--- src/rtl/grn_attractor_ctrl_if.sv ---
// Result port of the attractor sequencer: one record per initial state, valid/ready.
// The master holds every res_* field stable while res_valid is high and res_ready is low.
interface grn_attractor_ctrl_if #(
    parameter int N_NODES = 8,
    parameter int CNT_W   = 16
);
    logic               res_valid;
    logic               res_ready;
    logic [N_NODES-1:0] res_init;
    logic [CNT_W-1:0]   res_steps;
    logic [N_NODES-1:0] res_state;
    logic               res_timeout;

    modport master (
        output res_valid,
        output res_init,
        output res_steps,
        output res_state,
        output res_timeout,
        input  res_ready
    );

    modport slave (
        input  res_valid,
        input  res_init,
        input  res_steps,
        input  res_state,
        input  res_timeout,
        output res_ready
    );
endinterface

--- src/rtl/grn_attractor_ctrl.sv ---
// GRN attractor sweep sequencer: load array, step s0/s1, report when vectors meet.
// Latency: start->LOAD 1 cycle, fixed point reported 5 cycles after start; stalls in REPORT until res_ready.
module grn_attractor_ctrl #(
    parameter int N_NODES   = 8,
    parameter int CNT_W     = 16,
    parameter int MAX_STEPS = 1000
) (
    input  logic                 clk,
    input  logic                 rst_n,
    input  logic                 start,
    input  logic                 abort,
    input  logic [N_NODES-1:0]   init_first,
    input  logic [CNT_W-1:0]     num_inits,
    output logic                 reset_nos,
    output logic [N_NODES-1:0]   init_state,
    output logic                 start_s0,
    output logic                 start_s1,
    input  logic [N_NODES-1:0]   s0_vec,
    input  logic [N_NODES-1:0]   s1_vec,
    grn_attractor_ctrl_if.master res,
    output logic                 busy,
    output logic                 done
);

    localparam logic [2:0] ST_IDLE   = 3'd0;
    localparam logic [2:0] ST_LOAD   = 3'd1;
    localparam logic [2:0] ST_RUN    = 3'd2;
    localparam logic [2:0] ST_REPORT = 3'd3;
    localparam logic [2:0] ST_DONE   = 3'd4;

    logic [2:0]         state;
    logic [N_NODES-1:0] cur_init;
    logic [CNT_W-1:0]   num_lat;
    logic [CNT_W-1:0]   k;
    logic [CNT_W-1:0]   step_cnt;

    logic [N_NODES-1:0] res_init_q;
    logic [CNT_W-1:0]   res_steps_q;
    logic [N_NODES-1:0] res_state_q;
    logic               res_timeout_q;

    logic match;
    logic at_limit;
    logic last_init;

    // s0 lags s1 by half the steps, so equality from step 2 onward means a cycle was closed.
    assign match     = (step_cnt >= CNT_W'(2)) && (s0_vec == s1_vec);
    assign at_limit  = (step_cnt == CNT_W'(MAX_STEPS));
    assign last_init = (k == (num_lat - CNT_W'(1)));

    assign reset_nos  = (state == ST_LOAD);
    assign init_state = reset_nos ? cur_init : '0;
    assign start_s0   = (state == ST_RUN) && !match && !at_limit && !abort;
    assign start_s1   = start_s0;
    assign busy       = (state != ST_IDLE);
    assign done       = (state == ST_DONE);

    assign res.res_valid   = (state == ST_REPORT);
    assign res.res_init    = res_init_q;
    assign res.res_steps   = res_steps_q;
    assign res.res_state   = res_state_q;
    assign res.res_timeout = res_timeout_q;

    always_ff @(posedge clk or negedge rst_n) begin
        if (!rst_n) begin
            state         <= ST_IDLE;
            cur_init      <= '0;
            num_lat       <= '0;
            k             <= '0;
            step_cnt      <= '0;
            res_init_q    <= '0;
            res_steps_q   <= '0;
            res_state_q   <= '0;
            res_timeout_q <= 1'b0;
        end else if (abort) begin
            state         <= ST_IDLE;
            k             <= '0;
            step_cnt      <= '0;
            res_init_q    <= '0;
            res_steps_q   <= '0;
            res_state_q   <= '0;
            res_timeout_q <= 1'b0;
        end else begin
            case (state)
                ST_IDLE: begin
                    if (start) begin
                        cur_init <= init_first;
                        num_lat  <= num_inits;
                        k        <= '0;
                        state    <= (num_inits == '0) ? ST_DONE : ST_LOAD;
                    end
                end
                ST_LOAD: begin
                    step_cnt <= '0;
                    state    <= ST_RUN;
                end
                ST_RUN: begin
                    if (match || at_limit) begin
                        res_init_q    <= cur_init;
                        res_steps_q   <= step_cnt;
                        res_state_q   <= s1_vec;
                        res_timeout_q <= !match;
                        state         <= ST_REPORT;
                    end else begin
                        step_cnt <= step_cnt + CNT_W'(1);
                    end
                end
                ST_REPORT: begin
                    if (res.res_ready) begin
                        if (last_init) begin
                            state <= ST_DONE;
                        end else begin
                            k        <= k + CNT_W'(1);
                            cur_init <= cur_init + N_NODES'(1);
                            state    <= ST_LOAD;
                        end
                    end
                end
                ST_DONE: begin
                    state <= ST_IDLE;
                end
                default: begin
                    state <= ST_IDLE;
                end
            endcase
        end
    end

endmodule

--- src/flat_wrapper.sv ---
// flat-port wrapper written by rule: the top's interface ports become plain ports
module grn_attractor_ctrl_flat 
#(
    parameter int N_NODES   = 8,
    parameter int CNT_W     = 16,
    parameter int MAX_STEPS = 1000
)
  (clk, rst_n, start, abort, init_first, num_inits, reset_nos, init_state, start_s0, start_s1, s0_vec, s1_vec, busy, done, res_res_valid, res_res_init, res_res_steps, res_res_state, res_res_timeout, res_res_ready);
  grn_attractor_ctrl_if #(.N_NODES(N_NODES), .CNT_W(CNT_W)) res_i ();
  input  logic clk;
  input  logic rst_n;
  input  logic start;
  input  logic abort;
  input  logic [N_NODES-1:0] init_first;
  input  logic [CNT_W-1:0] num_inits;
  output logic reset_nos;
  output logic [N_NODES-1:0] init_state;
  output logic start_s0;
  output logic start_s1;
  input  logic [N_NODES-1:0] s0_vec;
  input  logic [N_NODES-1:0] s1_vec;
  output logic busy;
  output logic done;
  output wire logic [$bits(res_i.res_valid)-1:0] res_res_valid;
  output wire logic [$bits(res_i.res_init)-1:0] res_res_init;
  output wire logic [$bits(res_i.res_steps)-1:0] res_res_steps;
  output wire logic [$bits(res_i.res_state)-1:0] res_res_state;
  output wire logic [$bits(res_i.res_timeout)-1:0] res_res_timeout;
  input wire logic [$bits(res_i.res_ready)-1:0] res_res_ready;
  assign res_res_valid = res_i.res_valid;
  assign res_res_init = res_i.res_init;
  assign res_res_steps = res_i.res_steps;
  assign res_res_state = res_i.res_state;
  assign res_res_timeout = res_i.res_timeout;
  assign res_i.res_ready = res_res_ready;
  grn_attractor_ctrl #(.N_NODES(N_NODES), .CNT_W(CNT_W), .MAX_STEPS(MAX_STEPS)) u_core (.clk(clk), .rst_n(rst_n), .start(start), .abort(abort), .init_first(init_first), .num_inits(num_inits), .reset_nos(reset_nos), .init_state(init_state), .start_s0(start_s0), .start_s1(start_s1), .s0_vec(s0_vec), .s1_vec(s1_vec), .res(res_i), .busy(busy), .done(done));
endmodule
--- config.mk ---
export PLATFORM = sky130hd
export DESIGN_NAME = grn_attractor_ctrl_flat
export DESIGN_NICKNAME = d
export VERILOG_FILES = /design/src/rtl/grn_attractor_ctrl_if.sv /design/src/rtl/grn_attractor_ctrl.sv /design/src/flat_wrapper.sv
export SDC_FILE = /design/constraint.sdc
export NUM_CORES = 1
export LEC_CHECK = 0
export CORE_MARGIN = 10
export CORE_UTILIZATION = 57
export CTS_CLUSTER_DIAMETER = 40
export DETAILED_ROUTE_END_ITERATION = 8
export GPL_TIMING_DRIVEN = 0
export HOLD_SLACK_MARGIN = 0.03
export PLACE_DENSITY = 0.84
export SETUP_SLACK_MARGIN = 0.5
export SLEW_MARGIN = 20
export SYNTH_ARGS = -nofsm -noshare
export SYNTH_HDL_FRONTEND = slang
export SYNTH_SLANG_ARGS = --single-unit
--- constraint.sdc ---
create_clock -name clk -period 5.8 [get_ports clk]
set_input_delay 1.16 -clock clk [delete_from_list [all_inputs] [get_ports clk]]
set_output_delay 1.16 -clock clk [all_outputs]
set_load 0.005 [all_outputs]
# Yosys cells after proc, flatten, opt, wreduce, memory -nomap -nowiden
# Cells that the tools add are included.
[word_totals]
regBits = 92
inputBits = 45
word_cells = 84
[op_classes]
order_cmp = 1
eq_ne = 15
n_mux = 32
bitwise_logic = 1
reduce_logical = 22
add_sub_neg = 4
[ops]
columns = ["cell", "count"]
rows = [
  ["16-bit two-way mux", 9],
  ["8-bit two-way mux", 10],
  ["16-bit case mux with 2 select lines", 2],
  ["16-bit by 1-bit adder with 16-bit output, second input constant", 2],
  ["3-bit two-way mux", 6],
  ["16-bit by 10-bit == test with 1-bit output, second input constant", 1],
  ["16-bit == test", 1],
  ["16-bit by 2-bit greater-or-equal comparator with 1-bit output, second input constant", 1],
  ["16-bit zero test", 1],
  ["8-bit case mux with 2 select lines", 1],
  ["16-bit by 1-bit subtractor with 16-bit output, second input constant", 1],
  ["3-bit != test, second input constant", 4],
  ["3-bit case mux with 4 select lines", 1],
  ["3-bit nonzero test", 3],
  ["8-bit by 1-bit adder with 8-bit output, second input constant", 1],
  ["8-bit == test", 1],
  ["3-bit by 2-bit == test with 1-bit output, second input constant", 2],
  ["3-bit AND reduction", 2],
  ["2-bit nonzero test", 3],
  ["5-bit AND reduction", 1],
  ["1-bit logical AND", 4],
  ["2-bit != test, second input constant", 2],
  ["2-bit AND reduction", 2],
  ["4-bit AND reduction", 1],
  ["9 further kinds", 13],
]

# Depth between registers and ports, before layout
# Gate-level depths: netlist of the first run.
[depth]
depth_word = 6
depth_mapped = 13
depth_no_buf = 10

# Worst setup path before layout of the first run
# Ideal clock, no wire load.
[synth_path]
path_kind = "input port to output port"
from = "input port abort"
to = "output port start_s1"
t_required_ns = 4.640
stages = 7
arrival_ns = 2.477
slack_ns = 2.163
path_cell_list = "clkbuf_1 > nor2_1 > nand3b_1 > or2_2 > clkbuf_1 > inv_1 > buf_4"
[synth_between]
elab_chain_len = 2
[synth_lines]
columns = ["element", "line", "rtl"]
rows = [
  ["start: declaration", "flat_wrapper.sv:13", "input logic abort;"],
  ["1-bit zero test", "grn_attractor_ctrl.sv:53", "assign start_s0 = (state == ST_RUN) && !match && !at_limit && !abort;"],
  ["1-bit logical AND", "grn_attractor_ctrl.sv:53", ""],
  ["end: declaration", "flat_wrapper.sv:19", "output logic start_s1;"],
]
# Every way passes these cells.

# Worst setup path in the final report of the first run
[layout_path]
from = "input port s1_vec[0]"
to = "output port start_s1"
[layout_between]
elab_chain_len = 6
[layout_lines]
columns = ["element", "line", "rtl"]
rows = [
  ["start: declaration", "flat_wrapper.sv:21", "input logic [N_NODES-1:0] s1_vec;"],
  ["8-bit == test", "grn_attractor_ctrl.sv:47", "assign match = (step_cnt >= CNT_W'(2)) && (s0_vec == s1_vec);"],
  ["1-bit logical AND", "grn_attractor_ctrl.sv:47", ""],
  ["1-bit zero test", "grn_attractor_ctrl.sv:53", ""],
  ["1-bit logical AND (3 in series)", "grn_attractor_ctrl.sv:53", ""],
]
# Every way passes these cells.

==> qor_table.md, run 1 <==
| Step | Item | This run |
|---|---|---|
| pwr | Standby leakage power | 2.82 nW |
| layout | Fill cell instance count of the final layout | 677 |
| floorplanning | Count of pins on the block boundary | 92 |
| layout | Most common cell after layout, fill and taps aside | dfrtp_1 |
| timing | Rel. slew slack | 52.0% |
| timing | Worst hold slack | 0.514 ns |
| job | Max_cap viols | 0 |
| timing | Unrepaired setup endpoints after global routing | false |
| placed design | Count of input and output buffers | 90 |
| detailed routing | DRT Pass-1 Iters | 5 |
| floorplanning | DIE WIDTH | 114 µm |
| layout | Commonest cells after routing, fill and taps aside | dfrtp_1 (92), clkdlybuf4s50_1 (89), nand2_1 (56), a22o_1 (35), nor2_1 (34) |
| yosys | Number of synthesized flops with an enable pin | 0 |
| cts | Post-CTS Resized | 0 |
| setup path | Worst setup path category | input port to primary output |
| yosys | Post-synthesis instance area | 5050 µm² |
| yosys | Seq/Total Area, Yosys | 45.6% |
| setup path | Slowest CP cell | clkdlybuf4s50_1 |
| yosys | Net count of the mapped netlist | 575 |
| pwr | Int Pwr | 1.15 mW |
| cts | Number of buffers inserted during clock tree synthesis | 9 |
| floorplanning | Die outline area | 13000 µm² |
| timing | Timing-limited maximum frequency | 0.209 GHz |
| detailed routing | Number of routed nets with antenna violations | 0 |
| timing | Actual slew at the worst max-slew pin | 0.720 ns |
| layout | Final layout net count | 677 |
| timing | Time the final worst path needs with I/O delays and setup | 4.79 ns |
| grt | Number of antenna violations at the first check in global routing | 0 |
| timing | Final period util | 82.6% |
| pwr | IR Drop Worst-Case VDD | 200 µV |
| grt | Number of global-route vias before repair | 4455 |
| cts | CTS tree | done |
| cts | Library cell used as clock root buffer | clkbuf_8 |
| yosys | Synthesis Warnings | 0 |
| pwr | Total Power Consumption | 1.83 mW |
| grt | Maximum number of pins on one net before global-route repair | 59 |
| layout | Share of post-route cells with drive strength above 1 | 5.71% |
| yosys | Number of unique standard cell types used by synthesis | 59 |
| setup path | Arrival @ worst endpoint | 3.63 ns |
| setup path | Launching point of the worst reg2reg path | u_core.num_lat[0]$_DFFE_PN0P_ |
| worst hold path | Hold Path Class | register to register |
| worst hold path | Hold Crit Start | u_core.res.res_steps[10]$_DFFE_PN0P_ |
| cts | CTS Sinks | 92 |
| yosys | Flip-flop and latch count after synthesis | 92 |
| setup path | Worst path top cell family by delay | buffers and inverters |
| cts | Skew-Pair Late Insertion Delay | 0.37 ns |
| setup path | Worst stage delay on the critical path | 0.51 ns |
| pwr | Relative contribution of combinational cells to total power | 31.7% |
| pwr | Share of total power in the clock network | 22.9% |
| floorplanning | Effective utilization at floorplan | 58.2% |
| floorplanning | Placement Rows | 34 |
| cts | Number of buffers inserted by post-CTS setup repair | 0 |
| placed design | Last weighted congestion value of the routability-driven placer | 0.878 |
| outcome | Result of the run | finished, final reports clean |
| timing | Setup skew after layout | 0.0112 ns |
| cts | Clk slew on worst S/H paths | 0.10 ns |
| grt | Overflow left after global routing | 0 |
| timing | Final Hold Viols | 0 |
| layout | Core Util, Final | 72.5% |
| placed design | HPWL after detailed placement | 9960 µm |
| setup path | Startpoint type of the worst setup path | input port |
| yosys | Cells after Synth | 524 |
| layout | Area Overhead vs Synth | 24.7% |
| timing | Slew Limit Fails | 0 |
| setup path | CP cell instances | clkdlybuf4s50_1, xnor2_1, nand4_1, a311o_1, nand2_1, or2_2, clkbuf_1, inv_1, buf_4, clkdlybuf4s50_1 |
| floorplanning | Core footprint | 8680 µm² |
| setup path | Terminus of the critical flop-to-flop path | u_core.k[3]$_DFFE_PN0P_ |
| pwr | Total power density per cell area | 291 nW/µm² |
| detailed routing | Final WL | 13000 µm |
| yosys | Synth async-reset ratio | 100% |
| floorplanning | Die height | 114 µm |
| setup path | Crit-path max FO | 9 |
| cts | Number of buffers added to fix hold violations after cts | 0 |
| timing | Final-report setup violation count | 0 |
| worst hold path | Hold-critical path depth | 1 |
| pwr | Switching power summed over all nets | 676 µW |
| detailed routing | DR iter-0 viols | 331 |
| grt | Overall Global Routing Usage | 20.3% |
| yosys | Most used flip-flop cell after synthesis | dfrtp_1 |
| detailed routing | Number of vias in the routed layout | 4527 |
| timing | Total negative slack for setup checks | 0 ns |
| pwr | Switching part of the total | 36.9% |
| detailed routing | Routed wirelength normalized by instance count | 17.6 µm |
| setup path | Worst setup EP type | primary output |
| layout | Total inserted antenna cells | 0 |
| yosys | Post-synthesis area per instance | 9.64 µm² |
| setup path | Required time worst endpoint | 4.64 ns |
| grt | Global-route wire length before repair | 21900 µm |
| worst hold path | Terminating pin of the worst hold path | u_core.res.res_steps[10]$_DFFE_PN0P_ |
| detailed routing | Remaining design rule violation count | 0 |
| setup path | Cells on worst reg2reg path | 13 |
| cts | Maximum number of buffers from clock root to sink | 2 |
| detailed routing | Vias/cell | 6.13 |
| setup path | Setup slack of the most critical reg-to-reg path | 2.47 ns |
| cts | Clock H-tree levels | 3 |
| setup path | Worst Path Buf+Inv | 5 |
| pwr | Sequential power share | 45.3% |
| setup path | Cell seen most often among critical-path stages | clkdlybuf4s50_1 |
kinds of logic (layout without fill, tap and decap cells):
family	after synthesis	after routing	synth area share [%]
AOI/OAI and AO/OA	133	133	19.7
xor gates and xnor gates	30	30	5.20
adders and majority gates	6	6	1.49
buffers and inverters	40	147	3.69
DFF	92	92	45.6
muxes	6	6	1.21
and+or+nand+nor	217	217	23.1
worst reg2reg max path, cell delays in order, from the launching register on:
cell and delay [ns]:
dfrtp_1 0.43, inv_1 0.09, ha_1 0.27, or4b_1 0.44, buf_2 0.18, nand4bb_1 0.26
xnor2_1 0.21, mux2i_1 0.13, nor4_4 0.47, a211o_4 0.22, buf_8 0.14, buf_12 0.13
o22ai_1 0.06, a21o_1 0.19
synthesized netlist by cell type (12+ instances only):
cell	number	area share (%)
a22o_1	35	6.1
o21ai_0	19	1.9
nand3_1	24	2.4
nor2_1	34	2.5
dfrtp_1	92	46
a21oi_1	12	1.2
nor3b_1	16	2.4
clkbuf_1	21	1.6
inv_1	13	0.97
and3_1	21	2.6
xnor2_1	22	3.8
nand2_1	56	4.2
registers in the layout (all words and copies together), names as in the netlist:
signal / count
u_core.cur_init: 8
u_core.k: 16
u_core.num_lat: 16
u_core.res.res_init: 8
u_core.res.res_state: 8
u_core.res.res_steps: 16
u_core.res.res_timeout: 1
u_core.state: 3
u_core.step_cnt: 16
stage by stage:
stage | setup slack, ns | cells | area (µm²)
after floorplan | 2.16 | 524 | 5050
after global placement | 0.291 | 722 | 6090
after detailed placement | 1.03 | 723 | 6100
after CTS | 1.02 | 739 | 6290
after global routing | 0.887 | 739 | 6290
final | 1.01 | 739 | 6290
worst max-delay path by stage:
stage	start	to	slack (ns)	cells after the start
floorplan	abort	start_s1	2.16	7
global placement	rst_n	u_core.num_lat[14]$_DFFE_PN0P_	0.29	1
detailed placement	s1_vec[0]	start_s1	1.03	10
CTS	s1_vec[0]	start_s1	1.02	10
global route	s1_vec[0]	start_s1	0.89	10
finish	s1_vec[0]	start_s1	1.01	10
routing by layer:
layer | vias up | global-route usage (%) | part of all wire, %
met5 | - | 0 | 0
met4 | 0 | 9.19 | 2.8
met3 | 28 | 3.77 | 5.4
met2 | 156 | 34.4 | 51
met1 | 2208 | 24.4 | 40
li1 | 2135 | - | -
power by group through the flow:
stage	Clock, mW	Combinational (mW)	Sequential, mW
3_3_place_gp	0	0.562	0.833
5_1_grt	0.453	0.648	0.842
3_5_place_dp	0	0.579	0.840
4_1_cts	0.429	0.581	0.827
2_1_floorplan	0	0.406	0.800
6_report	0.420	0.581	0.829
layout make-up:
| cell class | instances | area [µm²] | area share (%) |
|---|---|---|---|
| clock buffers | 10 | 138 | 2.19 |
| repair buffers | 91 | 918 | 14.6 |
| flip-flops and latches | 92 | 2300 | 36.6 |
| clock inverters | 6 | 53.8 | 0.855 |
| well taps | 108 | 135 | 2.15 |
| plain buffers | 27 | 138 | 2.19 |
| inverters | 13 | 48.8 | 0.775 |
| multi-input cells | 392 | 2560 | 40.7 |
Note: power is estimated with default switching activity, not from simulation.
==> run 2, diff against run 1 <==
--- a/config.mk
+++ b/config.mk
@@ -6,12 +6,12 @@
 export NUM_CORES = 1
 export LEC_CHECK = 0
 export CORE_MARGIN = 10
-export CORE_UTILIZATION = 57
+export CORE_UTILIZATION = 53
 export CTS_CLUSTER_DIAMETER = 40
 export DETAILED_ROUTE_END_ITERATION = 8
 export GPL_TIMING_DRIVEN = 0
 export HOLD_SLACK_MARGIN = 0.03
-export PLACE_DENSITY = 0.84
+export PLACE_DENSITY = 0.79
 export SETUP_SLACK_MARGIN = 0.5
 export SLEW_MARGIN = 20
 export SYNTH_ARGS = -nofsm -noshare
==> constraint.sdc (replaced) <==
create_clock -name clk -period 4.57 [get_ports clk]
set_input_delay 0.914 -clock clk [delete_from_list [all_inputs] [get_ports clk]]
set_output_delay 0.914 -clock clk [all_outputs]
set_load 0.005 [all_outputs]
==> qor_table.md, run 2 (same netlist as run 1, synthesis figures left out) <==
| Step | Item | This run |
|---|---|---|
| detailed routing | DRT Pass-1 Iters | 6 |
| setup path | Worst path top cell family by delay | buffers and inverters |
| placed design | Post-DP Area | 6140 µm² |
| setup path | Worst setup EP type | primary output |
| placed design | Last weighted congestion value of the routability-driven placer | 0.919 |
| timing | Unrepaired setup endpoints after global routing | false |
| grt | Global-route wire length before repair | 22500 µm |
| layout | Area Overhead vs Synth | 27.0% |
| timing | Final Hold Viols | 0 |
| cts | Clk slew on worst S/H paths | 0.09 ns |
| job | Max_cap viols | 0 |
| floorplanning | Count of pins on the block boundary | 92 |
| pwr | Sequential power share | 42.7% |
| setup path | Required time worst endpoint | 3.66 ns |
| setup path | CP cell instances | clkdlybuf4s50_1, xnor2_1, nand4_1, a311o_1, nand2_1, or2_2, buf_4, inv_1, buf_4, clkdlybuf4s50_1 |
| floorplanning | Placement Rows | 35 |
| outcome | Result of the run | finished, final reports clean |
| setup path | Worst setup path category | input port to primary output |
| placed design | HPWL after detailed placement | 10400 µm |
| cts | CTS Sinks | 92 |
| setup path | Slowest CP cell | clkdlybuf4s50_1 |
| worst hold path | Hold Path Class | input port to async pin |
| detailed routing | Vias/cell | 5.94 |
| floorplanning | Die height | 118 µm |
| floorplanning | Die outline area | 13800 µm² |
| timing | Timing-limited maximum frequency | 0.252 GHz |
| detailed routing | Final WL | 13700 µm |
| pwr | Total power density per cell area | 385 nW/µm² |
| layout | Commonest cells after routing, fill and taps aside | dfrtp_1 (92), clkdlybuf4s50_1 (86), nand2_1 (56), a22o_1 (35), nor2_1 (34) |
| timing | Final-report setup violation count | 0 |
| cts | Library cell used as clock root buffer | clkbuf_8 |
| setup path | Worst Path Buf+Inv | 5 |
| pwr | IR Drop Worst-Case VDD | 215 µV |
| cts | Skew-Pair Late Insertion Delay | 0.36 ns |
| cts | CTS tree | done |
| setup path | Startpoint type of the worst setup path | input port |
| timing | Actual slew at the worst max-slew pin | 0.585 ns |
| layout | Total inserted antenna cells | 0 |
| detailed routing | Routed wirelength normalized by instance count | 18.0 µm |
| detailed routing | Remaining design rule violation count | 0 |
| layout | Share of post-route cells with drive strength above 1 | 6.31% |
| grt | Number of antenna violations at the first check in global routing | 0 |
| cts | Number of buffers added to fix hold violations after cts | 0 |
| layout | Most common cell after layout, fill and taps aside | dfrtp_1 |
| timing | Setup skew after layout | 0.0112 ns |
| pwr | Switching part of the total | 34.8% |
| timing | Rel. slew slack | 61.0% |
| timing | Time the final worst path needs with I/O delays and setup | 3.96 ns |
| cts | Clock H-tree levels | 3 |
| pwr | Relative contribution of combinational cells to total power | 30.8% |
| pwr | Standby leakage power | 2.89 nW |
| placed design | Instance count after placement with tap cells included | 744 |
| cts | Maximum number of buffers from clock root to sink | 2 |
| grt | Number of global-route vias before repair | 4580 |
| grt | Maximum number of pins on one net before global-route repair | 59 |
| layout | Fill cell instance count of the final layout | 732 |
| timing | Total negative slack for setup checks | 0 ns |
| detailed routing | DR iter-0 viols | 379 |
| pwr | Share of total power in the clock network | 26.6% |
| timing | Slew Limit Fails | 0 |
| detailed routing | Number of vias in the routed layout | 4536 |
| floorplanning | Effective utilization at floorplan | 54.7% |
| floorplanning | Core footprint | 9240 µm² |
| placed design | Count of input and output buffers | 90 |
| grt | Overall Global Routing Usage | 19.2% |
| setup path | Arrival @ worst endpoint | 3.05 ns |
| grt | Overflow left after global routing | 0 |
| cts | Number of buffers inserted during clock tree synthesis | 9 |
| pwr | Int Pwr | 1.61 mW |
| detailed routing | Number of routed nets with antenna violations | 0 |
| setup path | Crit-path max FO | 9 |
| layout | Final Non-Filler Cells | 763 |
| floorplanning | DIE WIDTH | 118 µm |
| layout | Final layout net count | 681 |
| setup path | Worst stage delay on the critical path | 0.51 ns |
| layout | Post-route cell area | 6410 µm² |
| pwr | Switching power summed over all nets | 860 µW |
| timing | Final period util | 86.7% |
run 2: per-stage QoR:
step | setup WS [ns] | power [mW] | hold slack, ns | utilization (%)
floorplan | 1.42 | 1.53 | 0.465 | -
global placement | -0.660 | 1.77 | 0.487 | 66.1
detailed placement | 0.296 | 1.82 | 0.491 | 66.4
CTS | 0.550 | 2.47 | 0.510 | 69.1
global route | 0.500 | 2.61 | 0.522 | 69.4
finish | 0.608 | 2.47 | 0.501 | 69.4
run 2: layout make-up:
type	count	area, µm²	share of cell area, %
flip-flops and latches	92	2300	35.9
well taps	129	161	2.52
repair buffers	95	963	15.0
clock buffers	9	124	1.93
clock inverters	6	113	1.76
multi-input cells	392	2560	39.9
plain buffers	27	141	2.20
inverters	13	48.8	0.761
run 2: what timing repair did:
item	CTS	global route
pin swaps	1	4
gates resized for setup	1	6
endpoints found under the setup margin	2	1
buffers inserted	1	3
endpoints found under the hold margin	0	0
run 2: power groups by stage:
stage	combinational (mW)	clock, mW	sequential (mW)
after global routing	0.839	0.703	1.07
after global placement	0.710	0	1.06
after floorplan	0.516	0	1.02
after detailed placement	0.747	0	1.07
after CTS	0.751	0.665	1.05
final	0.760	0.656	1.05
run 2: per-layer routing:
layer  share of wire [%]  global-route usage, %
met5                   0                      0
met4                 2.2                   6.11
met3                 5.1                   4.51
met2                  51                   33.7
met1                  42                   22.5
run 2: worst register-to-register path: cells and delay by family (launching register included):
family / cells / cell delay, ns
mux: 2 / 0.34
buf+inv: 4 / 0.56
compound gates: 3 / 0.48
fa+ha+maj: 1 / 0.28
flops: 1 / 0.44
simple gates: 3 / 1.21
run 2: path summary, 6_finish.rpt:
kind / slack, ns / to / depth (start not counted) / start
setup reg to reg: 1.16 / u_core.k[11]$_DFFE_PN0P_ / 13 / u_core.num_lat[0]$_DFFE_PN0P_
hold / removal: 0.50 / u_core.res.res_state[4]$_DFFE_PN0P_ / 1 / rst_n
max in group asynchronous: 3.45 / u_core.k[15]$_DFFE_PN0P_ / 2 / rst_n
min in group clk: 0.51 / u_core.res.res_steps[5]$_DFFE_PN0P_ / 1 / u_core.res.res_steps[5]$_DFFE_PN0P_
setup / recovery: 0.61 / start_s1 / 10 / s1_vec[5]
hold reg to reg: 0.51 / u_core.res.res_steps[5]$_DFFE_PN0P_ / 1 / u_core.res.res_steps[5]$_DFFE_PN0P_
==> run 3, diff against run 2 <==
--- a/config.mk
+++ b/config.mk
@@ -9,8 +9,8 @@
 export CORE_UTILIZATION = 53
 export CTS_CLUSTER_DIAMETER = 40
 export DETAILED_ROUTE_END_ITERATION = 8
-export GPL_TIMING_DRIVEN = 0
 export HOLD_SLACK_MARGIN = 0.03
+export MAX_ROUTING_LAYER = met4
 export PLACE_DENSITY = 0.79
 export SETUP_SLACK_MARGIN = 0.5
 export SLEW_MARGIN = 20
==> qor_table.md, run 3 (same netlist as run 1, synthesis figures left out) <==
| Step | Item | This run |
|---|---|---|
| outcome | Result of the run | finished, final reports clean |
| placed design | Last weighted congestion value of the routability-driven placer | 0.898 |
| setup path | Cell seen most often among critical-path stages | clkdlybuf4s50_1 |
| job | Max_cap viols | 0 |
| setup path | Arrival @ worst endpoint | 3.01 ns |
| floorplanning | DIE WIDTH | 118 µm |
| grt | Overflow left after global routing | 0 |
| timing | Slew Limit Fails | 0 |
| detailed routing | Number of routed nets with antenna violations | 0 |
| grt | Overall Global Routing Usage | 18.9% |
| timing | Final period util | 85.8% |
| detailed routing | Vias/cell | 5.98 |
| detailed routing | Number of vias in the routed layout | 4416 |
| placed design | Count of input and output buffers | 91 |
| cts | CTS Sinks | 92 |
| cts | Library cell used as clock root buffer | clkbuf_8 |
| detailed routing | Final WL | 12900 µm |
| timing | Total negative slack for setup checks | 0 ns |
| timing | Rel. slew slack | 39.0% |
| setup path | Crit-path max FO | 9 |
| grt | Number of antenna violations at the first check in global routing | 0 |
| cts | Maximum number of buffers from clock root to sink | 2 |
| worst hold path | Hold Crit Start | u_core.res.res_steps[15]$_DFFE_PN0P_ |
| timing | Setup skew after layout | 0.0136 ns |
| pwr | IR Drop Worst-Case VDD | 325 µV |
| grt | Met1 Track Usage GR | 21.9% |
| layout | Total inserted antenna cells | 0 |
| timing | Worst hold slack | 0.512 ns |
| setup path | Startpoint type of the worst setup path | input port |
| setup path | Worst setup path category | input port to primary output |
| grt | Maximum number of pins on one net before global-route repair | 66 |
| worst hold path | Hold-critical path depth | 1 |
| setup path | Launching point of the worst reg2reg path | u_core.num_lat[0]$_DFFE_PN0P_ |
| grt | Global-route wire length before repair | 21700 µm |
| grt | Met2 Use GR | 32.1% |
| detailed routing | DR iter-0 viols | 405 |
| cts | Skew-Pair Late Insertion Delay | 0.37 ns |
| worst hold path | Hold Path Class | register to register |
| timing | Final-report setup violation count | 0 |
| floorplanning | Effective utilization at floorplan | 54.7% |
| cts | Number of buffers inserted during clock tree synthesis | 9 |
| floorplanning | Core footprint | 9240 µm² |
| timing | Actual slew at the worst max-slew pin | 0.911 ns |
| setup path | Terminus of the critical flop-to-flop path | u_core.k[14]$_DFFE_PN0P_ |
| detailed routing | DRT Pass-1 Iters | 7 |
| timing | Time the final worst path needs with I/O delays and setup | 3.92 ns |
| cts | Number of buffers inserted by post-CTS setup repair | 0 |
| setup path | CP cell instances | clkdlybuf4s50_1, xnor2_1, nand4_1, a311o_2, nand2_1, or2_2, inv_1, clkdlybuf4s50_1 |
| pwr | Standby leakage power | 2.79 nW |
| setup path | Worst Path Buf+Inv | 3 |
| floorplanning | Placement Rows | 35 |
| timing | Unrepaired setup endpoints after global routing | false |
| setup path | Worst path top cell family by delay | buffers and inverters |
| setup path | Cell depth of the worst setup path | 8 |
| floorplanning | Die outline area | 13800 µm² |
| setup path | Worst stage delay on the critical path | 0.52 ns |
| floorplanning | Count of pins on the block boundary | 92 |
| layout | Commonest cells after routing, fill and taps aside | dfrtp_1 (92), clkdlybuf4s50_1 (90), nand2_1 (56), a22o_1 (35), nor2_1 (34) |
| setup path | Setup slack of the most critical reg-to-reg path | 1.15 ns |
| detailed routing | Remaining design rule violation count | 0 |
| setup path | Required time worst endpoint | 3.66 ns |
| worst hold path | Terminating pin of the worst hold path | u_core.res.res_steps[15]$_DFFE_PN0P_ |
| floorplanning | Die height | 118 µm |
| setup path | Worst setup EP type | primary output |
| pwr | Total power density per cell area | 368 nW/µm² |
| grt | Number of global-route vias before repair | 4425 |
| cts | Number of buffers added to fix hold violations after cts | 0 |
| setup path | Cells on worst reg2reg path | 10 |
| detailed routing | Routed wirelength normalized by instance count | 17.5 µm |
| layout | Share of post-route cells with drive strength above 1 | 6.39% |
| cts | Clk slew on worst S/H paths | 0.10 ns |
| grt | Routing layer with the top usage in global route | met2 |
| timing | Final Hold Viols | 0 |
| timing | Timing-limited maximum frequency | 0.255 GHz |
| setup path | Slowest CP cell | clkdlybuf4s50_1 |
| layout | Most common cell after layout, fill and taps aside | dfrtp_1 |
| placed design | HPWL after detailed placement | 9820 µm |
| grt | Met3 Usage GRT | 4.60% |
| cts | CTS tree | done |
| cts | Post-CTS Resized | 0 |
| layout | Final layout net count | 656 |
| cts | Clock H-tree levels | 3 |
| layout | Area Overhead vs Synth | 23.3% |
-- run 3: how the worst max path moves through the flow --
stage                                    start        to  slack (ns)
2_1_floorplan                            abort  start_s1        1.42
3_3_place_gp                         s1_vec[5]  start_s1        0.71
3_5_place_dp                         s1_vec[0]  start_s0        0.64
4_1_cts        u_core.step_cnt[10]$_DFFE_PN0P_  start_s0        0.59
5_1_grt                              s1_vec[0]  start_s0        0.56
6_report                             s1_vec[0]  start_s1        0.65
-- run 3: final cells by class --
type                            instances  area [µm²]
Tap cell                              129         161
Sequential cell                        92        2300
Inverter                               13        48.8
Multi-Input combinational cell        392        2570
Timing Repair Buffer                   97         953
Clock inverter                          7        67.6
Clock buffer                            9         124
Fill cell                             765        3010
-- run 3: layer usage --
metal / wire length (µm) / share of wire [%]
met2: 6520 / 51
met4: 254 / 2.0
met3: 627 / 4.9
met5: 0 / 0
met1: 5500 / 43
-- run 3: worst register-to-register path, cell delays in order (launching register included) --
cell      delay [ns]
dfrtp_1         0.44
inv_1           0.10
ha_1            0.26
or4b_1          0.62
or4b_1          0.54
a211o_1         0.27
nand2_1         0.09
o2111a_4        0.27
a211o_4         0.33
nor3_1          0.10
a211o_1         0.28
-- run 3: where the power goes --
part | internal (mW) | switching, mW
Sequential | 0.913 | 0.169
Clock | 0.211 | 0.317
Combinational | 0.317 | 0.366
Total | 1.44 | 0.853
-- run 3: per-stage QoR --
step	setup slack [ns]	cells	util (%)	power, mW	cell area, µm²
after floorplan	1.42	524	-	1.53	5050
after global placement	0.714	723	65.3	1.76	6030
after detailed placement	0.642	723	65.3	1.78	6030
after CTS	0.593	739	67.4	2.30	6230
after global routing	0.555	739	67.4	2.44	6230
final	0.647	739	67.4	2.29	6230
